**src/rtl/tiger_memory_stage_pkg.sv**
```systemverilog
// tiger_memory_stage_pkg: shared definitions for the memory stage.
// Holds the control-word field positions (CONTROL_*), the load-size
// encodings and the memory-stage FSM state encoding.
package tiger_memory_stage_pkg;

    localparam int CONTROL_WIDTH               = 16;
    localparam int CONTROL_MEMREAD             = 0;
    localparam int CONTROL_MEMWRITE            = 1;
    localparam int CONTROL_MEMSIZE_LO          = 2;
    localparam int CONTROL_MEMSIZE_W           = 3;
    localparam int CONTROL_ALUCONTROL_UNSIGNED = 5;

    // Load/store size codes carried in the CONTROL_MEMSIZE field.
    typedef enum logic [2:0] {
        MEM32 = 3'd0,
        MEM16 = 3'd1,
        MEM8  = 3'd2,
        MEML  = 3'd3,
        MEMR  = 3'd4
    } mem_size_t;

    // Memory-stage FSM states.
    typedef enum logic [1:0] {
        IDLE = 2'd0,
        WAIT = 2'd1,
        HELD = 2'd2
    } mem_state_t;

    // Extract the size field from a control word.
    function automatic logic [2:0] get_mem_size(input logic [CONTROL_WIDTH-1:0] ctrl);
        return ctrl[CONTROL_MEMSIZE_LO +: CONTROL_MEMSIZE_W];
    endfunction

endpackage

```
**src/rtl/tiger_load_align.sv**
```systemverilog
// tiger_load_align: combinational load-data alignment.
// Picks the addressed byte/half from the little-endian read word and
// sign- or zero-extends it. With TIGER_UNALIGNED_EN defined, LWL/LWR merge
// memory bytes into rt; otherwise they fall through as full-word loads.
module tiger_load_align
    import tiger_memory_stage_pkg::*;
(
    input  logic [2:0]  i_size,
    input  logic        i_unsigned,
    input  logic [31:0] i_rt,
    input  logic [1:0]  i_addr_low,
    input  logic [31:0] i_mem_data,
    output logic [31:0] o_data
);

    logic [7:0]  w_byte;
    logic [15:0] w_half;

    assign w_byte = i_mem_data[{i_addr_low, 3'b000} +: 8];
    assign w_half = i_addr_low[1] ? i_mem_data[31:16] : i_mem_data[15:0];

`ifdef TIGER_UNALIGNED_EN
    logic [31:0] w_lwl;
    logic [31:0] w_lwr;

    // Merge memory bytes into rt: LWL fills the top bytes, LWR the bottom bytes.
    always_comb begin
        w_lwl = i_rt;
        w_lwr = i_rt;
        for (int i = 0; i < 4; i++) begin
            if (i >= 3 - int'(i_addr_low)) begin
                w_lwl[8*i +: 8] = i_mem_data[8*(i - 3 + int'(i_addr_low)) +: 8];
            end else begin
                w_lwl[8*i +: 8] = i_rt[8*i +: 8];
            end
            if (i <= 3 - int'(i_addr_low)) begin
                w_lwr[8*i +: 8] = i_mem_data[8*(i + int'(i_addr_low)) +: 8];
            end else begin
                w_lwr[8*i +: 8] = i_rt[8*i +: 8];
            end
        end
    end
`else
    logic w_unused_rt;
    assign w_unused_rt = ^i_rt;
`endif

    // Select the final 32-bit load value according to the access size.
    always_comb begin
        o_data = i_mem_data;
        case (i_size)
            MEM8: begin
                if (i_unsigned) begin
                    o_data = {24'd0, w_byte};
                end else begin
                    o_data = {{24{w_byte[7]}}, w_byte};
                end
            end
            MEM16: begin
                if (i_unsigned) begin
                    o_data = {16'd0, w_half};
                end else begin
                    o_data = {{16{w_half[15]}}, w_half};
                end
            end
`ifdef TIGER_UNALIGNED_EN
            MEML:    o_data = w_lwl;
            MEMR:    o_data = w_lwr;
`endif
            default: o_data = i_mem_data;
        endcase
    end

endmodule

```
**src/rtl/tiger_memory_stage.sv**
```systemverilog
// tiger_memory_stage: MA -> WB pipeline stage with a load-wait FSM.
// Loads wait for memReadValid (requesting a stall meanwhile); data that
// arrives while the pipeline is stalled elsewhere is parked in a hold
// register until the stall releases. Optional build macro:
// TIGER_UNALIGNED_EN enables LWL/LWR merging inside tiger_load_align.
module tiger_memory_stage
    import tiger_memory_stage_pkg::*;
(
    input  logic                     clk,
    input  logic                     reset,
    input  logic                     stall,
    input  logic                     clear,
    input  logic [31:0]              instrMA,
    input  logic [CONTROL_WIDTH-1:0] controlMA,
    input  logic [31:0]              executeoutMA,
    input  logic [1:0]               addrLowMA,
    input  logic [31:0]              memReadData,
    input  logic                     memReadValid,
    output logic [31:0]              instrWB,
    output logic [CONTROL_WIDTH-1:0] controlWB,
    output logic [31:0]              writedataWB,
    output logic                     stallRq
);

    mem_state_t               r_state;
    mem_state_t               w_state_next;
    logic                     w_load;
    logic                     w_capture;
    logic                     w_stall_rq;
    logic [2:0]               w_size;
    logic [31:0]              w_aligned;
    logic [31:0]              w_wb_data;
    logic [31:0]              r_hold;
    logic [31:0]              r_instr_wb;
    logic [CONTROL_WIDTH-1:0] r_control_wb;
    logic [31:0]              r_data_wb;

    // A flushed instruction is never treated as a live load.
    assign w_load = controlMA[CONTROL_MEMREAD] & ~clear;
    assign w_size = get_mem_size(controlMA);

    tiger_load_align u_align (
        .i_size     (w_size),
        .i_unsigned (controlMA[CONTROL_ALUCONTROL_UNSIGNED]),
        .i_rt       (executeoutMA),
        .i_addr_low (addrLowMA),
        .i_mem_data (memReadData),
        .o_data     (w_aligned)
    );

    // Request a stall while a live load is still waiting for its data.
    always_comb begin
        w_stall_rq = 1'b0;
        if (w_load && (r_state != HELD) && !memReadValid) begin
            w_stall_rq = 1'b1;
        end else begin
            w_stall_rq = 1'b0;
        end
    end

    assign stallRq = w_stall_rq;

    // Next-state logic; data arriving under an external stall is captured.
    always_comb begin
        w_state_next = r_state;
        w_capture    = 1'b0;
        case (r_state)
            IDLE: begin
                if (w_load && memReadValid) begin
                    if (stall) begin
                        w_state_next = HELD;
                        w_capture    = 1'b1;
                    end else begin
                        w_state_next = IDLE;
                    end
                end else if (w_load) begin
                    w_state_next = WAIT;
                end else begin
                    w_state_next = IDLE;
                end
            end
            WAIT: begin
                if (memReadValid) begin
                    if (stall) begin
                        w_state_next = HELD;
                        w_capture    = 1'b1;
                    end else begin
                        w_state_next = IDLE;
                    end
                end else begin
                    w_state_next = WAIT;
                end
            end
            HELD: begin
                if (stall) begin
                    w_state_next = HELD;
                end else begin
                    w_state_next = IDLE;
                end
            end
            default: w_state_next = IDLE;
        endcase
        if (clear) begin
            w_state_next = IDLE;
            w_capture    = 1'b0;
        end else begin
            w_capture    = w_capture;
        end
    end

    // Writeback data source: parked data, fresh load data, or execute result.
    always_comb begin
        w_wb_data = executeoutMA;
        if (r_state == HELD) begin
            w_wb_data = r_hold;
        end else if (controlMA[CONTROL_MEMREAD]) begin
            w_wb_data = w_aligned;
        end else begin
            w_wb_data = executeoutMA;
        end
    end

    // FSM state register.
    always_ff @(posedge clk) begin
        if (reset) begin
            r_state <= IDLE;
        end else begin
            r_state <= w_state_next;
        end
    end

    // Hold register: parks load data that completed while stalled.
    always_ff @(posedge clk) begin
        if (reset) begin
            r_hold <= 32'd0;
        end else if (clear) begin
            r_hold <= 32'd0;
        end else if (w_capture) begin
            r_hold <= w_aligned;
        end else begin
            r_hold <= r_hold;
        end
    end

    // Writeback registers: flush zeroes them, stall freezes them.
    always_ff @(posedge clk) begin
        if (reset) begin
            r_instr_wb   <= 32'd0;
            r_control_wb <= '0;
            r_data_wb    <= 32'd0;
        end else if (clear) begin
            r_instr_wb   <= 32'd0;
            r_control_wb <= '0;
            r_data_wb    <= 32'd0;
        end else if (!stall) begin
            r_instr_wb   <= instrMA;
            r_control_wb <= controlMA;
            r_data_wb    <= w_wb_data;
        end else begin
            r_instr_wb   <= r_instr_wb;
            r_control_wb <= r_control_wb;
            r_data_wb    <= r_data_wb;
        end
    end

    assign instrWB     = r_instr_wb;
    assign controlWB   = r_control_wb;
    assign writedataWB = r_data_wb;

endmodule

```
**config.mk**
```make
export PLATFORM = sky130hd
export DESIGN_NAME = tiger_memory_stage
export DESIGN_NICKNAME = d
export VERILOG_FILES = /design/src/rtl/tiger_memory_stage_pkg.sv /design/src/rtl/tiger_load_align.sv /design/src/rtl/tiger_memory_stage.sv
export SDC_FILE = /design/constraint.sdc
export NUM_CORES = 1
export LEC_CHECK = 0
export CORE_MARGIN = 1.5
export CORE_UTILIZATION = 45
export DETAILED_ROUTE_END_ITERATION = 8
export GPL_TIMING_DRIVEN = 0
export PLACE_DENSITY = 0.81
export RECOVER_POWER = 100
export SLEW_MARGIN = 10
export SYNTH_ARGS = -nofsm -noshare
export SYNTH_HDL_FRONTEND = slang
export SYNTH_SLANG_ARGS = --single-unit
```
**constraint.sdc**
```tcl
create_clock -name clk -period 2.9 [get_ports clk]
set_clock_uncertainty 0.1 [all_clocks]
set_input_delay 0.725 -clock clk [delete_from_list [all_inputs] [get_ports clk]]
set_output_delay 0.725 -clock clk [all_outputs]
set_load 0.01 [all_outputs]
```
==> results of run 1 <==
==> state kept, by name, indices dropped and copies added (netlist names) <==
name / cells
instrWB: 32
r_hold: 32
writedataWB: 32
controlWB: 16
r_state: 2
==> path summary, 6_finish.rpt <==
| kind | start | to | slack, ns | cells after the start |
|---|---|---|---|---|
| max | controlMA[2] | writedataWB[1] | 0.08 | 7 |
| min | instrWB[26] | instrWB[26] | 0.39 | 2 |
| max reg2reg | r_state[1] | r_hold[0] | 0.58 | 6 |
| min reg2reg | instrWB[26] | instrWB[26] | 0.39 | 2 |
==> per-layer routing <==
| layer | global-route usage (%) | part of all wire, % | up-vias |
|---|---|---|---|
| met4 | 14.26 | 3.3 | 0 |
| met2 | 49.34 | 48 | 324 |
| met5 | 0 | 0 | - |
| met3 | 6.425 | 8.9 | 50 |
| met1 | 37.82 | 40 | 2742 |
| li1 | - | - | 2719 |
==> area by class of cell <==
type,instances,area (um^2),share of cell area [%]
Clock inverter,14,187.7,2.313
Timing Repair Buffer,195,1946,23.98
Antenna cell,1,2.502,0.03085
Clock buffer,18,429.2,5.290
Multi-Input combinational cell,442,2810,34.64
Buffer,57,250.2,3.085
Sequential cell,114,2282,28.13
Inverter,7,26.28,0.3239
Tap cell,143,178.9,2.205
==> critical path, cell delays in order <==
cell and delay (ns):
sky130_fd_sc_hd__clkdlybuf4s50_1 0.52, sky130_fd_sc_hd__clkbuf_1 0.35, sky130_fd_sc_hd__xor2_1 0.18, sky130_fd_sc_hd__nand2b_1 0.11, sky130_fd_sc_hd__clkbuf_1 0.30, sky130_fd_sc_hd__a2111oi_0 0.62, sky130_fd_sc_hd__o22ai_1 0.17
==> through the flow <==
step | hold slack [ns] | setup WS [ns] | power, mW | cell area, um^2
floorplan | 0.3628 | 0.4769 | 1.971 | 5348
global placement | 0.3749 | -0.3829 | 2.307 | 7478
detailed placement | 0.3789 | -0.3849 | 2.320 | 7478
CTS | 0.3867 | 0.03601 | 4.469 | 8108
global route | 0.4127 | 0.0002471 | 4.586 | 8113
finish | 0.3863 | 0.07859 | 4.446 | 8113
==> kinds of logic after synthesis <==
kind of cell           Yosys count  share of synthesized area [%]
multiplexers                    64                          12.28
flip-flops                     114                          42.68
AO/OA/AOI/OAI                  211                          25.62
AND/OR/NAND/NOR                166                          14.11
buffers and inverters           66                          5.147
XOR/XNOR                         1                         0.1638
==> cells in the mapped netlist, drive strengths merged, types with 8 or more instances <==
library cell  number
clkbuf            44
a311oi            12
o31a              13
nor3              20
o22ai             10
nand2             44
nor3b             10
a31oi             16
a211oi            14
a21oi             55
nand2b             8
dfxtp            114
buf               15
o21ai             54
a32o               8
nor2              70
mux2i             60
==> where the power goes <==
group	total, mW	switching [mW]	internal (mW)
sequential	1.64	0.0253	1.62
clock	2.16	0.729	1.43
combinational	0.643	0.318	0.326
total	4.45	1.07	3.37
==> layout by cell type, fill, tap and decap left out, types with 2 or more instances in the layout <==
cell,count
sky130_fd_sc_hd__a211oi_1,13
sky130_fd_sc_hd__a2111oi_0,5
sky130_fd_sc_hd__or3_1,2
sky130_fd_sc_hd__buf_6,3
sky130_fd_sc_hd__inv_1,6
sky130_fd_sc_hd__o21ai_0,54
sky130_fd_sc_hd__nand2b_1,7
sky130_fd_sc_hd__a311oi_1,12
sky130_fd_sc_hd__a221o_1,4
sky130_fd_sc_hd__bufinv_16,4
sky130_fd_sc_hd__nand2_1,43
sky130_fd_sc_hd__and2_1,2
sky130_fd_sc_hd__o211ai_1,4
sky130_fd_sc_hd__a21oi_1,55
sky130_fd_sc_hd__dfxtp_1,114
sky130_fd_sc_hd__clkbuf_16,17
sky130_fd_sc_hd__buf_1,3
sky130_fd_sc_hd__mux2i_1,60
sky130_fd_sc_hd__o31a_1,13
sky130_fd_sc_hd__nor2b_1,2
sky130_fd_sc_hd__a2bb2oi_1,3
sky130_fd_sc_hd__nor3_2,2
sky130_fd_sc_hd__nor2_1,70
sky130_fd_sc_hd__a32o_1,8
sky130_fd_sc_hd__a21o_1,3
sky130_fd_sc_hd__nor3b_1,10
sky130_fd_sc_hd__clkinv_4,3
sky130_fd_sc_hd__buf_2,2
sky130_fd_sc_hd__nand3_1,2
sky130_fd_sc_hd__nor3_1,18
sky130_fd_sc_hd__o311a_1,4
sky130_fd_sc_hd__o22ai_1,10
sky130_fd_sc_hd__clkinv_2,5
sky130_fd_sc_hd__clkbuf_1,49
sky130_fd_sc_hd__dlygate4sd3_1,83
sky130_fd_sc_hd__a31oi_1,16
sky130_fd_sc_hd__clkdlybuf4s50_1,111
sky130_fd_sc_hd__a221oi_1,3
sky130_fd_sc_hd__mux2_2,3
==> results by stage, run 1 <==
Outcome:
- The run finished, with violations left.
- The final reports fail on DRC.

Clock network:
- The maximum level of the CTS H-tree is 4.
- The source-to-sink clock delay at the later pin of the worst-skew pair is ~0.41 ns.
- Buffers added to address setup during post-CTS repair amount to 0.
- The clock transition at the registers of the reported paths is about 0.05 ns.
- In this run, post-CTS repair resized a total of 6 instances.
- The total CTS buffers is 17.
- TritonCTS built the clock tree.
- Counting every sink on the clock net gives around 110.
- In this run the clock root is driven by a sky130_fd_sc_hd__clkbuf_16.
- The deepest clock path buffer count is 2.
- For this design, the CTS-stage hold fixing added 0 buffers.

Critical path:
- The required time at the endpoint of the critical path is 3.07 ns.
- The critical path launch point type is a primary input.
- The category of the worst setup path capture point is a flip-flop.
- STA puts the critical path data arrival time at ~3 ns.
- The maximum fanout encountered on the critical timing path is 10.
- The kind of critical path is in -> reg.

Timing:
- Setup repair after global routing left no endpoint under its margin.
- Measured against its own limit, the worst slew margin works out to between 40% and 50%.
- The count of final max-slew check failures is 0.
- Setup violations remaining at the end of the flow were counted as 0.
- For the pin with the worst max-slew slack, the measured transition is between 0.8 and 0.9 ns.
- Summed over all failing endpoints, the final setup total negative slack is 0 ns.
- The final number of hold-violating endpoints is 0.
- After layout, the minimum clock period comes to ~2.8 ns.
- Based on the critical path, the design can be clocked at up to between 300 and 400 MHz.
- Of the available clock period, the critical path in the final layout requires between 90% and 100%.

GRT:
- The overall fraction of global-route tracks in use is roughly 30%.
- Entering global routing, the biggest net connects 20 pins.
- The first-pass GRT wire length is approximately 30 mm.
- Summed over all layers, the global routing overflow is 0.
- The via count of the first global-routing pass is 5836.
- The number of antenna violations at the first check in global routing is 1.

Final layout:
- In the final layout, the share of cells above drive strength 1 is under 10%.
- The final core area utilization is between 70% and 80%.
- For this run, the number of standard cells in the final layout without fillers is a little under 1000.
- The number of fillers in the final layout is 911.
- The final net count is ~950.
- Relative to the synthesized area, the layout overhead comes to 51.71%.

Floorplanning:
- The number of placement rows is 39.
- The area enclosed by the die boundary is ~13000 um^2.
- Once the floorplan was initialized, standard cells occupied between 40% and 50% of the core.
- The total I/O pin count is 200.
- The core outline area is approximately 12000 um^2.
- The floorplan step set the die width to between 100 and 150 um.
- The die is 112.0 um tall.

Synth:
- Dividing the synthesized area by the synthesized cell count gives 8.597 um^2.
- Ranked by total cell area, the synthesized netlist is headed by sky130_fd_sc_hd__dfxtp_1, sky130_fd_sc_hd__mux2i_1, sky130_fd_sc_hd__a21oi_1.
- After synthesis, the netlist uses 45 different library cells.
- In the synthesized netlist, the number of instances is approximately 620.
- The register bit total from synthesis is between 100 and 150.
- The number of nets handed over by synthesis was between 700 and 800.
- The share of the synthesized area in the top cell type is 42.68%.
- The async set or reset register ratio after synthesis is 0%.
- The most used flip-flop cell after synthesis is sky130_fd_sc_hd__dfxtp_1.
- The total number of yosys warnings is 0.
- The cell taking the most area after synthesis is sky130_fd_sc_hd__dfxtp_1.
- The synthesized netlist occupies a cell area of ~5300 um^2.
- For this run, the register share of the synthesized area comes to between 40 and 50%.
- The number of enable flip-flop cells after synthesis is 0.

Detailed routing:
- After detailed routing, the number of remaining DRC violations is 10.
- The first detailed-routing pass took 7 iterations.
- The remaining number of nets flagged by the antenna check after routing is 0.
- The average wire per standard cell is between 15 and 20 um.
- The count of routing violations after the opening detailed-route iteration is between 400 and 500.
- Summing over every cut layer, the via total after detailed routing is approximately 6000.
- The sum of routed wire length over all layers is 18.89 mm.
- The vias per cell is 5.888.

Power:
- The static power due to leakage is 3.303 nW.
- The worst ir drop on vdd is roughly 0.00037 V.
- The power per standard cell area is roughly 550 nW/um^2.

Place:
- The HPWL reported at the end of detailed placement is 14.11 mm.
- The cell count after placement is 960.
- Input and output buffers added on the ports amount to roughly 200.
- The final estimated routing congestion in global placement is a little under 1.

Hold path:
- The worst hold-check path type is reg -> reg.

Run:
- The count of maximum capacitance violations is 0.
No activity file was read; power rests on OpenSTA's default activity.
==> inputs of run 2 (changes only) <==
--- a/config.mk
+++ b/config.mk
@@ -6,7 +6,7 @@
 export NUM_CORES = 1
 export LEC_CHECK = 0
 export CORE_MARGIN = 1.5
-export CORE_UTILIZATION = 45
+export CORE_UTILIZATION = 46
 export DETAILED_ROUTE_END_ITERATION = 8
 export GPL_TIMING_DRIVEN = 0
 export PLACE_DENSITY = 0.81
@@ -14,4 +14,5 @@
 export SLEW_MARGIN = 10
 export SYNTH_ARGS = -nofsm -noshare
 export SYNTH_HDL_FRONTEND = slang
+export SYNTH_HIERARCHICAL = 1
 export SYNTH_SLANG_ARGS = --single-unit
==> results by stage, run 2 <==
Critical path:
- The worst reg2reg path startpoint is r_state[0] (was r_state[1]).
- The category of the worst setup path capture point is a flip-flop (unchanged).
- The delay of the slowest cell on the worst path is 0.54 ns (was 0.62 ns).
- The capture point of the worst reg-to-reg path was writedataWB[5] (was r_hold[0]).
- The worst-path cell with the longest stage delay is sky130_fd_sc_hd__clkdlybuf4s50_1 (was sky130_fd_sc_hd__a2111oi_0).
- The critical path launch point type is a primary input (unchanged).
- The gate family responsible for the most delay along the worst path was buffers and inverters (unchanged).
- The cell count of the worst reg-to-reg path is 5 (was 6).
- The total buffers and inverters traversed by the critical path is 3 (unchanged).
- The start point of the critical path is controlMA[3] (was controlMA[2]).
- The required time at the endpoint of the critical path was 3.11 ns (was 3.07 ns).
- The most common cell type on the critical path is sky130_fd_sc_hd__buf_2 (was sky130_fd_sc_hd__clkbuf_1).
- The worst-case register-to-register setup slack was 1.29 ns (was 0.58 ns).
- The kind of critical path is in -> reg (unchanged).
- The data arrival time of the worst path came to 3.08 ns (was 2.99 ns).
- Series of cell instances along the critical path: clkdlybuf4s50_1 -> buf_2 -> nor3b_2 -> nand2_1 -> buf_2 -> a22oi_1 -> mux2i_1 -> a2111oi_2 (was clkdlybuf4s50_1 -> clkbuf_1 -> xor2_1 -> nand2b_1 -> clkbuf_1 -> a2111oi_0 -> o22ai_1).
- The maximum fanout encountered on the critical timing path was 10 (unchanged).

Hold path:
- The startpoint of the tightest hold check path was r_hold[11] (was instrWB[26]).
- The capture endpoint of the worst hold path is r_hold[11] (was instrWB[26]).
- The cell depth of the worst min-delay path is 2 (unchanged).
- The worst hold-check path type is reg -> reg (unchanged).

Final layout:
- The proportion of layout cells with a drive suffix above 1 came to 13.08% (was 5.903%).
- The final net count is 950 (was 953).
- The final instance count without filler cells came to 1009 (was 991).
- The footprint of the multi-input gates is 3088 um^2 (was 2810 um^2).
- The growth of design area from synthesis to finish is 48.54% (was 51.71%).
- The commonest non-fill, non-tap cell in the layout is sky130_fd_sc_hd__clkdlybuf4s50_1 (was sky130_fd_sc_hd__dfxtp_1).
- Most frequent cells in the layout: sky130_fd_sc_hd__clkdlybuf4s50_1, sky130_fd_sc_hd__dfxtp_1, sky130_fd_sc_hd__nor2_1, sky130_fd_sc_hd__mux2i_1, sky130_fd_sc_hd__dlygate4sd3_1 (was sky130_fd_sc_hd__dfxtp_1, sky130_fd_sc_hd__clkdlybuf4s50_1, sky130_fd_sc_hd__dlygate4sd3_1, sky130_fd_sc_hd__nor2_1, sky130_fd_sc_hd__mux2i_1).
- The total area of sequential cells is 2282 um^2 (unchanged).
- The diode insertion count for antenna repair is 0 (was 1).
- The number of fillers in the final layout came to 950 (was 911).

Synth:
- Commonest cells in the synthesized netlist: sky130_fd_sc_hd__dfxtp_1, sky130_fd_sc_hd__nor2_1, sky130_fd_sc_hd__mux2i_1 (unchanged).
- The most used standard cell by instance count after synthesis is sky130_fd_sc_hd__dfxtp_1 (unchanged).
- The number of enable flip-flop cells after synthesis is 0 (unchanged).
- The xor/xnor cell area share of the yosys netlist is 0.1528% (was 0.1638%).
- The fraction of the mapped netlist area in adder cells came to 0% (unchanged).
- The multiplexer share of the synthesized area is 15.76% (was 12.28%).
- The combined area of all synthesized cells is 5733 um^2 (was 5348 um^2).
- The most used flip-flop cell after synthesis was sky130_fd_sc_hd__dfxtp_1 (unchanged).
- The average instance area after synthesis was 9.337 um^2 (was 8.597 um^2).
- The async set or reset register ratio after synthesis is 0% (unchanged).
- The post-synth net total is 733 (was 741).
- The synthesized instance count came to 614 (was 622).
- The share of the yosys chip area belonging to registers is 39.81% (was 42.68%).
- Largest cells by area after synthesis: sky130_fd_sc_hd__dfxtp_1, sky130_fd_sc_hd__mux2i_1, sky130_fd_sc_hd__a2111oi_2 (was sky130_fd_sc_hd__dfxtp_1, sky130_fd_sc_hd__mux2i_1, sky130_fd_sc_hd__a21oi_1).
- The register bit total from synthesis is 114 (unchanged).
- The area fraction in compound gates after synthesis is 23.07% (was 25.62%).
- The share of synthesized cell area in and, or, nand and nor gates came to 14.60% (was 14.11%).
- The share of the synthesized area in the top cell type was 39.81% (was 42.68%).
- The dominant combinational cell family by area after synthesis is compound AO/OA/AOI/OAI gates (unchanged).
- The total number of yosys warnings is 6 (was 0).
- The count of unique library cells instantiated by Yosys is 47 (was 45).
- The cell taking the most area after synthesis is sky130_fd_sc_hd__dfxtp_1 (unchanged).

Floorplanning:
- The core outline area is 12060 um^2 (was 11520 um^2).
- The die height is 114.6 um (was 112.0 um).
- The area enclosed by the die boundary is 13140 um^2 (was 12550 um^2).
- The die extent in x is 114.6 um (was 112.0 um).
- The initial cell density of the core came to 47.53% (was 46.44%).
- The number of placement rows is 40 (was 39).
- The total I/O pin count came to 200 (unchanged).

Place:
- The count of buffers from port buffering is 198 (was 195).
- The cell count after placement is 980 (was 960).
- The final estimated routing congestion in global placement came to 0.9222 (was 0.9688).
- The HPWL reported at the end of detailed placement is 14.09 mm (was 14.11 mm).

GRT:
- The number of antenna violations at the first check in global routing came to 0 (was 1).
- The pin count of the biggest net entering global routing was 17 (was 20).
- The first-pass GRT wire length was 29.70 mm (was 29.43 mm).
- The overall fraction of global-route tracks in use is 29.29% (was 29.99%).
- The total grt overflow is 0 (unchanged).
- The via count of the first global-routing pass is 5855 (was 5836).

Clock network:
- The deepest clock path buffer count is 2 (unchanged).
- The source-to-sink clock delay at the later pin of the worst-skew pair was 0.41 ns (about the same).
- The total CTS buffers is 17 (unchanged).
- The TritonCTS clock tree is built (unchanged).
- The number of setup buffers added after CTS came to 0 (unchanged).
- The total of hold buffers inserted after clock tree synthesis is 0 (unchanged).
- The clock tree root buffer cell was sky130_fd_sc_hd__clkbuf_16 (unchanged).
- The number of sinks on the clock net was 114 (unchanged).
- The maximum level of the CTS H-tree is 4 (unchanged).
- The clock transition at the registers of the reported paths is 0.05 ns (about the same).

Detailed routing:
- The remaining number of nets flagged by the antenna check after routing is 0 (unchanged).
- The DRC violations left is 0 (was 10).
- The count of routing violations after the opening detailed-route iteration is 407 (was 473).
- The sum of routed wire length over all layers is 19.01 mm (was 18.89 mm).
- The via count is 5763 (was 5835).
- The length of the first detailed-routing pass in iterations was 7 (unchanged).
- The vias per cell is 5.712 (was 5.888).
- The average wire per standard cell is 18.84 um (was 19.06 um).

Outcome:
- Run status: complete, no violations (was complete, but fails checks).

Timing:
- The count of final max-slew check failures is 0 (unchanged).
- The slew at the pin with the worst max-slew slack is 0.8231 ns (was 0.8021 ns).
- The setup violation total in the final timing report came to 0 (unchanged).
- The final number of hold-violating endpoints is 0 (unchanged).
- The post-route clock period utilization is 98.97% (was 97.29%).
- The relative slew slack is 45.12% (was 46.11%).
- Unrepaired setup endpoints after global routing: true (was false).
- The achievable frequency came to 348.4 MHz (was 354.4 MHz).
- The minimum clock period is 2.870 ns (was 2.821 ns).

Power:
- The worst ir drop on vdd is 0.0005431 V (was 0.0003699 V).
- The static power due to leakage is 3.452 nW (was 3.303 nW).
- The power per standard cell area came to 525.6 nW/um^2 (was 548.0 nW/um^2).
- The final total power is 4.476 mW (was 4.446 mW).

Run:
- The count of maximum capacitance violations is 0 (unchanged).
-- run 2: cell count changes after synthesis, sizes merged, moves of 19 or more --
| cell | previous run | this run |
|---|---|---|
| buf | 15 | 41 |
| clkbuf | 44 | 22 |
| a21oi | 55 | 34 |
| nand3 | 2 | 32 |
| a2111oi | 5 | 32 |
| nand2 | 44 | 10 |
| nor2 | 70 | 89 |
| mux2i | 60 | 88 |
-- run 2: power by group --
| group | leakage [nW] | internal (mW) | switching [mW] |
|---|---|---|---|
| clock | 0.289 | 1.40 | 0.683 |
| sequential | 0.927 | 1.62 | 0.0235 |
| combinational | 2.24 | 0.369 | 0.388 |
-- run 2: worst max path at each step --
stage	cells past startpoint	slack, ns	endpoint
5_1_grt	8	0.0003	writedataWB[19]
4_1_cts	8	0.12	writedataWB[26]
6_report	8	0.03	writedataWB[26]
2_1_floorplan	6	0.59	writedataWB[2]
3_3_place_gp	8	-0.21	writedataWB[27]
3_5_place_dp	7	-0.30	writedataWB[5]
-- run 2: stage by stage --
step	utilization [%]	instance area (um^2)	setup TNS, ns	hold WS, ns	setup slack [ns]
after floorplan	-	5733	0	0.3540	0.5932
after global placement	65.71	7925	-5.470	0.3607	-0.2119
after detailed placement	65.71	7925	-7.170	0.3716	-0.3046
after CTS	70.53	8507	0	0.3789	0.1232
after global routing	70.60	8516	0	0.4020	0.0002889
final	70.60	8516	0	0.3825	0.02991
-- run 2: cells by family after synthesis --
family	after synthesis
buffers and inverters	73
AND/OR/NAND/NOR	182
AO/OA/AOI/OAI	155
multiplexers	89
flip-flops	114
XOR/XNOR	1
-- run 2: cell type report --
class	count	area share [%]
sequential	114	26.80
timing repair buffer	198	23.26
inverter	10	0.4408
buffer	63	3.923
clock buffer	23	5.613
tap	168	2.468
multi-input combinational	427	36.26
clock inverter	6	1.234
-- run 2: worst min-delay path, cell delays in order, from the launching register on --
cell and delay (ns):
sky130_fd_sc_hd__dfxtp_1 0.31, sky130_fd_sc_hd__o21ai_0 0.06, sky130_fd_sc_hd__a21oi_1 0.06
-- run 2: what timing repair did --
| item | 4_1_cts | 5_1_grt |
|---|---|---|
| gates cloned | 0 | 0 |
| hold endpoints to repair | 0 | 0 |
| setup endpoints to repair | 1 | 15 |
| pin swaps | 0 | 0 |
| gates resized for setup | 1 | 5 |
-- run 2: metal layers --
metal / track usage [%] / up-vias / part of all wire [%]
li1: - / 2676 / -
met1: 33.68 / 2694 / 39
met5: 0 / - / 0
met3: 11.01 / 45 / 11
met2: 48.94 / 348 / 47
met4: 12.17 / 0 / 2.7
==> inputs of run 3 (changes only) <==
--- a/config.mk
+++ b/config.mk
@@ -11,6 +11,7 @@
 export GPL_TIMING_DRIVEN = 0
 export PLACE_DENSITY = 0.81
 export RECOVER_POWER = 100
+export REMOVE_ABC_BUFFERS = 1
 export SLEW_MARGIN = 10
 export SYNTH_ARGS = -nofsm -noshare
 export SYNTH_HDL_FRONTEND = slang
==> results by stage, run 3 (same netlist as run 2, synthesis figures left out) <==
Outcome:
- Run status: complete, no violations (unchanged).

Final layout:
- The final core area utilization is 68.81% (was 70.60%).
- Most frequent cells in the layout: sky130_fd_sc_hd__dfxtp_1, sky130_fd_sc_hd__clkdlybuf4s50_1, sky130_fd_sc_hd__nor2_1, sky130_fd_sc_hd__mux2i_1, sky130_fd_sc_hd__dlygate4sd3_1 (was sky130_fd_sc_hd__clkdlybuf4s50_1, sky130_fd_sc_hd__dfxtp_1, sky130_fd_sc_hd__nor2_1, sky130_fd_sc_hd__mux2i_1, sky130_fd_sc_hd__dlygate4sd3_1).
- The proportion of layout cells with a drive suffix above 1 is 11.46% (was 13.08%).
- The diode insertion count for antenna repair is 0 (unchanged).
- The cell area after layout is 8299 um^2 (was 8516 um^2).
- The final instance count without filler cells is 953 (was 1009).
- The growth of design area from synthesis to finish is 44.76% (was 48.54%).
- The commonest non-fill, non-tap cell in the layout is sky130_fd_sc_hd__dfxtp_1 (was sky130_fd_sc_hd__clkdlybuf4s50_1).
- The final net count is 892 (was 950).

Timing:
- The smallest setup slack after layout is 0.09038 ns (was 0.02991 ns).
- The relative slew slack was 19.00% (was 45.12%).
- The setup total negative slack was 0 ns (unchanged).
- The achievable frequency is 355.9 MHz (was 348.4 MHz).
- The worst-case hold slack came to 0.3716 ns (was 0.3825 ns).
- The post-route clock period utilization came to 96.88% (was 98.97%).
- The setup violation total in the final timing report is 0 (unchanged).
- The final number of hold-violating endpoints was 0 (unchanged).
- The slew at the pin with the worst max-slew slack came to 1.214 ns (was 0.8231 ns).
- The minimum clock period was 2.810 ns (was 2.870 ns).
- The count of final max-slew check failures is 0 (unchanged).
- Unrepaired setup endpoints after global routing: true (unchanged).

Critical path:
- The critical path launch point type is a primary input (unchanged).
- The worst reg2reg path startpoint is r_state[0] (unchanged).
- The maximum fanout encountered on the critical timing path is 15 (was 10).
- The data arrival time of the worst path came to 2.97 ns (was 3.08 ns).
- The start point of the critical path is controlMA[2] (was controlMA[3]).
- The required time at the endpoint of the critical path is 3.06 ns (was 3.11 ns).
- The kind of critical path is in -> reg (unchanged).
- The category of the worst setup path capture point was a flip-flop (unchanged).

Place:
- The instance area after placement is 7686 um^2 (was 7925 um^2).
- The HPWL reported at the end of detailed placement is 12.26 mm (was 14.09 mm).
- The count of buffers from port buffering is 199 (was 198).
- The cell count after placement was 922 (was 980).
- The final estimated routing congestion in global placement is 0.8519 (was 0.9222).
- The pre-CTS worst setup slack is -1.231 ns (was -0.3046 ns).

Detailed routing:
- The count of routing violations after the opening detailed-route iteration came to 380 (was 407).
- The sum of routed wire length over all layers is 17.82 mm (was 19.01 mm).
- The via count came to 5424 (was 5763).
- The average wire per standard cell is 18.69 um (was 18.84 um).
- The remaining number of nets flagged by the antenna check after routing was 0 (unchanged).
- The length of the first detailed-routing pass in iterations came to 5 (was 7).
- The vias per cell is 5.692 (was 5.712).
- The DRC violations left is 0 (unchanged).

Clock network:
- The deepest clock path buffer count was 2 (unchanged).
- The clock tree root buffer cell is sky130_fd_sc_hd__clkbuf_16 (unchanged).
- The total of hold buffers inserted after clock tree synthesis was 0 (unchanged).
- The total CTS buffers was 17 (unchanged).
- The TritonCTS clock tree is built (unchanged).
- The source-to-sink clock delay at the later pin of the worst-skew pair is 0.41 ns (about the same).
- The clock transition at the registers of the reported paths is 0.05 ns (about the same).
- The number of sinks on the clock net was 114 (unchanged).
- The maximum level of the CTS H-tree is 4 (unchanged).

Power:
- The final total power is 4.407 mW (was 4.476 mW).
- The power per standard cell area is 531.0 nW/um^2 (was 525.6 nW/um^2).
- The worst ir drop on vdd came to 0.0004393 V (was 0.0005431 V).
- The static power due to leakage was 3.338 nW (was 3.452 nW).

Floorplanning:
- The number of placement rows is 40 (unchanged).
- The die extent in x is 114.6 um (unchanged).
- The initial cell density of the core was 47.53% (unchanged).
- The die height came to 114.6 um (unchanged).
- The core outline area is 12060 um^2 (unchanged).
- The area enclosed by the die boundary is 13140 um^2 (unchanged).
- The total I/O pin count is 200 (unchanged).

GRT:
- The total grt overflow is 0 (unchanged).
- The first-pass GRT wire length came to 27.99 mm (was 29.70 mm).
- The overall fraction of global-route tracks in use is 27.57% (was 29.29%).
- The number of antenna violations at the first check in global routing is 0 (unchanged).
- The via count of the first global-routing pass is 5625 (was 5855).
- The pin count of the biggest net entering global routing came to 58 (was 17).

Hold path:
- The worst hold-check path type is reg -> reg (unchanged).
- The startpoint of the tightest hold check path is r_hold[30] (was r_hold[11]).

Run:
- The count of maximum capacitance violations is 0 (unchanged).
run 3: cell types whose count changed in the layout (fill, tap and decap cells not counted), moves of 2 or more:
cell                              change
sky130_fd_sc_hd__buf_1                -4
sky130_fd_sc_hd__buf_16               +2
sky130_fd_sc_hd__buf_2               -14
sky130_fd_sc_hd__buf_4                -9
sky130_fd_sc_hd__buf_6                -4
sky130_fd_sc_hd__clkbuf_1            -23
sky130_fd_sc_hd__clkbuf_2             -2
sky130_fd_sc_hd__clkdlybuf4s50_1      -5
run 3: path summary, 6_finish.rpt:
check | to | cells after the start | slack (ns)
worst max-delay path | writedataWB[2] | 6 | 0.09
worst min-delay path | r_hold[30] | 2 | 0.37
worst max register to register | writedataWB[31] | 3 | 0.94
worst min register to register | r_hold[30] | 2 | 0.37
run 3: metal layers:
metal  GRT usage, %  wire length [um]
met5              0                 0
met4          12.42               601
met1          30.51              6907
met2          47.07              8687
met3          10.32              1619
run 3: cell type report:
cell class / count / area (um^2)
inverter: 10 / 38.79
tap: 168 / 210.2
sequential: 114 / 2282
clock inverter: 5 / 75.07
clock buffer: 26 / 499.2
fill: 927 / 3762
multi-input combinational: 427 / 3129
timing repair buffer: 203 / 2064
run 3: repair_timing:
item | in CTS | in global routing
resized for setup | 16 | 8
setup endpoints to repair | 65 | 27
setup buffers | 0 | 0
run 3: critical path, cell delays in order:
cell	delay (ns)
sky130_fd_sc_hd__clkdlybuf4s15_1	0.51
sky130_fd_sc_hd__nand4bb_1	0.59
sky130_fd_sc_hd__o21a_1	0.36
sky130_fd_sc_hd__a221o_1	0.39
sky130_fd_sc_hd__mux2i_1	0.28
sky130_fd_sc_hd__a2111oi_4	0.11
run 3: where the power goes:
part / internal (mW) / switching (mW)
Clock: 1.35 / 0.703
Combinational: 0.353 / 0.365
Sequential: 1.62 / 0.0249
Total: 3.31 / 1.09
==> variant, RTL diff (config.mk and constraints of run 1) <==
Reset style: asynchronous (`reset`), changed in 3 clocked blocks.
--- a/src/rtl/tiger_memory_stage.sv
+++ b/src/rtl/tiger_memory_stage.sv
@@ -123,3 +123,3 @@
     // FSM state register.
-    always_ff @(posedge clk) begin
+    always_ff @(posedge clk or posedge reset) begin
         if (reset) begin
@@ -132,3 +132,3 @@
     // Hold register: parks load data that completed while stalled.
-    always_ff @(posedge clk) begin
+    always_ff @(posedge clk or posedge reset) begin
         if (reset) begin
@@ -145,3 +145,3 @@
     // Writeback registers: flush zeroes them, stall freezes them.
-    always_ff @(posedge clk) begin
+    always_ff @(posedge clk or posedge reset) begin
         if (reset) begin
Behaviour: differs if reset is asserted again (counterexample within 4 cycles, from zero or initial values and one cycle with reset high); with reset held inactive, the same outputs for 4 cycles.
==> variant against run 1 <==
Synthesized area up 7.7%; worst setup slack got worse by 0.011 ns; sequential cell count unchanged; first-iteration DRC count is 33% higher; die area rose by 7.4%; wire length rose by 1.2%; non-clock buffer count is 5 lower; critical path depth decreased by 1; via count fell by 2.8%; fmax fell by 0.40%; count of clock-buffer cells in the layout increased by 5; design area is 5.9% higher; power increased by 9.3%; largest cell class is now sequential cells.
==> variant: results (changes against run 1) <==
* Status: finished clean (was finished with violations)
* First DRT Iteration DRCs at 628 (was 473)
* Critical Path Fanout Max at 10 (unchanged)
* GP Congestion at 0.901 (was 0.969)
* Clock transition at the registers of the reported paths at 0.05 ns (about the same)
* Initial antenna violation count at 0 (was 1)
* Syn Inst Count at 575 (was 622)
* # diodes at 0 (was 1)
* Hold Path Depth at 2 (unchanged)
* Share of cells above drive strength 1 at 5.97% (was 5.90%)
* Comb. pwr at 801 uW (was 643 uW)
* Setup Buffers After CTS at 0 (unchanged)
* Vias per cell at 5.81 (was 5.89)
* Placed cell count at 944 (was 960)
* Hold Path Sink: r_hold[20] (was instrWB[26])
* DR pass1 iterations at 7 (unchanged)
* CP arrival at 3.02 ns (was 2.99 ns)
* Vias in the first global route at 5518 (was 5836)
* Via count at 5672 (was 5835)
* First-pass GRT wire length at 29000 um (was 29400 um)
* Async set-reset flop share out of synthesis at 100% (was 0%)
* Fill count at 960 (was 911)
* Worst skew pair latency at 0.41 ns (about the same)
* Pleak at 0.00389 uW (was 0.00330 uW)
* DP Wirelength at 14200 um (was 14100 um)
* Hold_sp: r_hold[20] (was instrWB[26])
* Reg2Reg Depth at 6 (unchanged)
* Total GRT Usage at 28.5% (was 30.0%)
* Largest cells by area after synthesis: dfrtp_1 (50%), mux2i_1 (9.7%), o21ai_0 (4.9%) (was dfxtp_1 (43%), mux2i_1 (11%), a21oi_1 (5.1%))
* Reg-to-reg startpoint: r_state[0] (was r_state[1])
* CP startpoint: addrLowMA[1] (was controlMA[2])
* NumNets Final at 910 (was 953)
* Syn Nets at 694 (was 741)
* Clock Tree Buf Depth at 2 (unchanged)
* CTS H-tree depth at 4 (unchanged)
* Number of port buffers at 194 (was 195)
* Top post-synthesis cells by count: dfrtp_1 (114), nor2_1 (65), mux2i_1 (56), o21ai_0 (56), clkbuf_1 (40) (was dfxtp_1 (114), nor2_1 (70), mux2i_1 (60))
* Reg power frac at 35.8% (was 36.9%)
* Ys Warns at 0 (unchanged)
* Synth cell types at 41 (was 45)
* Sequential fraction of the synthesis area at 49.6% (was 42.7%)
* Worst min path class: register to register (unchanged)
* WL final at 19100 um (was 18900 um)
* Worst Setup EP: writedataWB[23] (was writedataWB[1])
* R2R Setup Slk at 0.52 ns (was 0.58 ns)
* Worst slew margin at 40.4% (was 46.1%)
* Psw at 1180 uW (was 1070 uW)
* Max rail drop VDD at 0.384 mV (was 0.370 mV)
* CTS Buf Count at 17 (unchanged)
* PostCTS Resize Cnt at 9 (was 6)
* Critical R2R Capture: r_hold[19] (was r_hold[0])
* Largest net degree at the start of global routing at 38 (was 20)
* CTS root buf: clkbuf_16 (unchanged)
## variant: cell count changes in the layout (fill, tap and decap cells not counted), sizes merged, moves of 10 or more
cell,delta
o22ai,-10
dfxtp,-114
a31oi,-14
a21oi,-22
dfrtp,+114
nor3,-20
and3,+10
nand2b,+10
a221o,+13
a311oi,-12
o31a,-13
o211ai,+10
## variant: layout make-up
type | instances | area share (%)
plain buffers | 50 | 2.42
clock buffers | 23 | 5.56
clock inverters | 9 | 2.05
inverters | 3 | 0.146
multi-input cells | 408 | 31.4
flip-flops and latches | 114 | 33.2
well taps | 172 | 2.51
repair buffers | 197 | 22.7
## variant: worst max-delay path: stages
cell	delay [ns]
dlygate4sd3_1	0.67
mux4_2	0.55
and2_0	0.23
o221a_4	0.33
buf_4	0.19
a221o_1	0.33
## variant: metrics by stage
step | hold slack, ns | setup WS (ns) | power [uW] | area [um2] | utilization, %
2_1_floorplan | 0.345 | 0.263 | 2140 | 5760 | -
3_3_place_gp | 0.357 | -0.717 | 2570 | 7920 | 63.0
3_5_place_dp | 0.365 | -0.718 | 2590 | 7980 | 63.5
4_1_cts | 0.377 | 0.00708 | 4910 | 8650 | 68.9
5_1_grt | 0.399 | 0.00446 | 5010 | 8590 | 68.4
6_report | 0.374 | 0.0673 | 4860 | 8590 | 68.4
## variant: per-layer routing
metal / vias up / part of all wire, % / global-route usage [%]
met1: 2804 / 40 / 36.7
li1: 2537 / - / -
met4: 0 / 1.6 / 8.94
met2: 296 / 50 / 48.4
met3: 35 / 7.9 / 6.07
met5: - / 0 / 0
## variant: logic make-up (layout without fill, tap and decap cells)
logic type	after synthesis	after routing	synth area share, %
buffers and inverters	53	282	3.74
and+or+nand+nor	167	167	14.3
muxes	57	57	10.1
xor gates and xnor gates	1	1	0.283
DFF	114	114	49.6
AOI/OAI and AO/OA	183	183	22.0
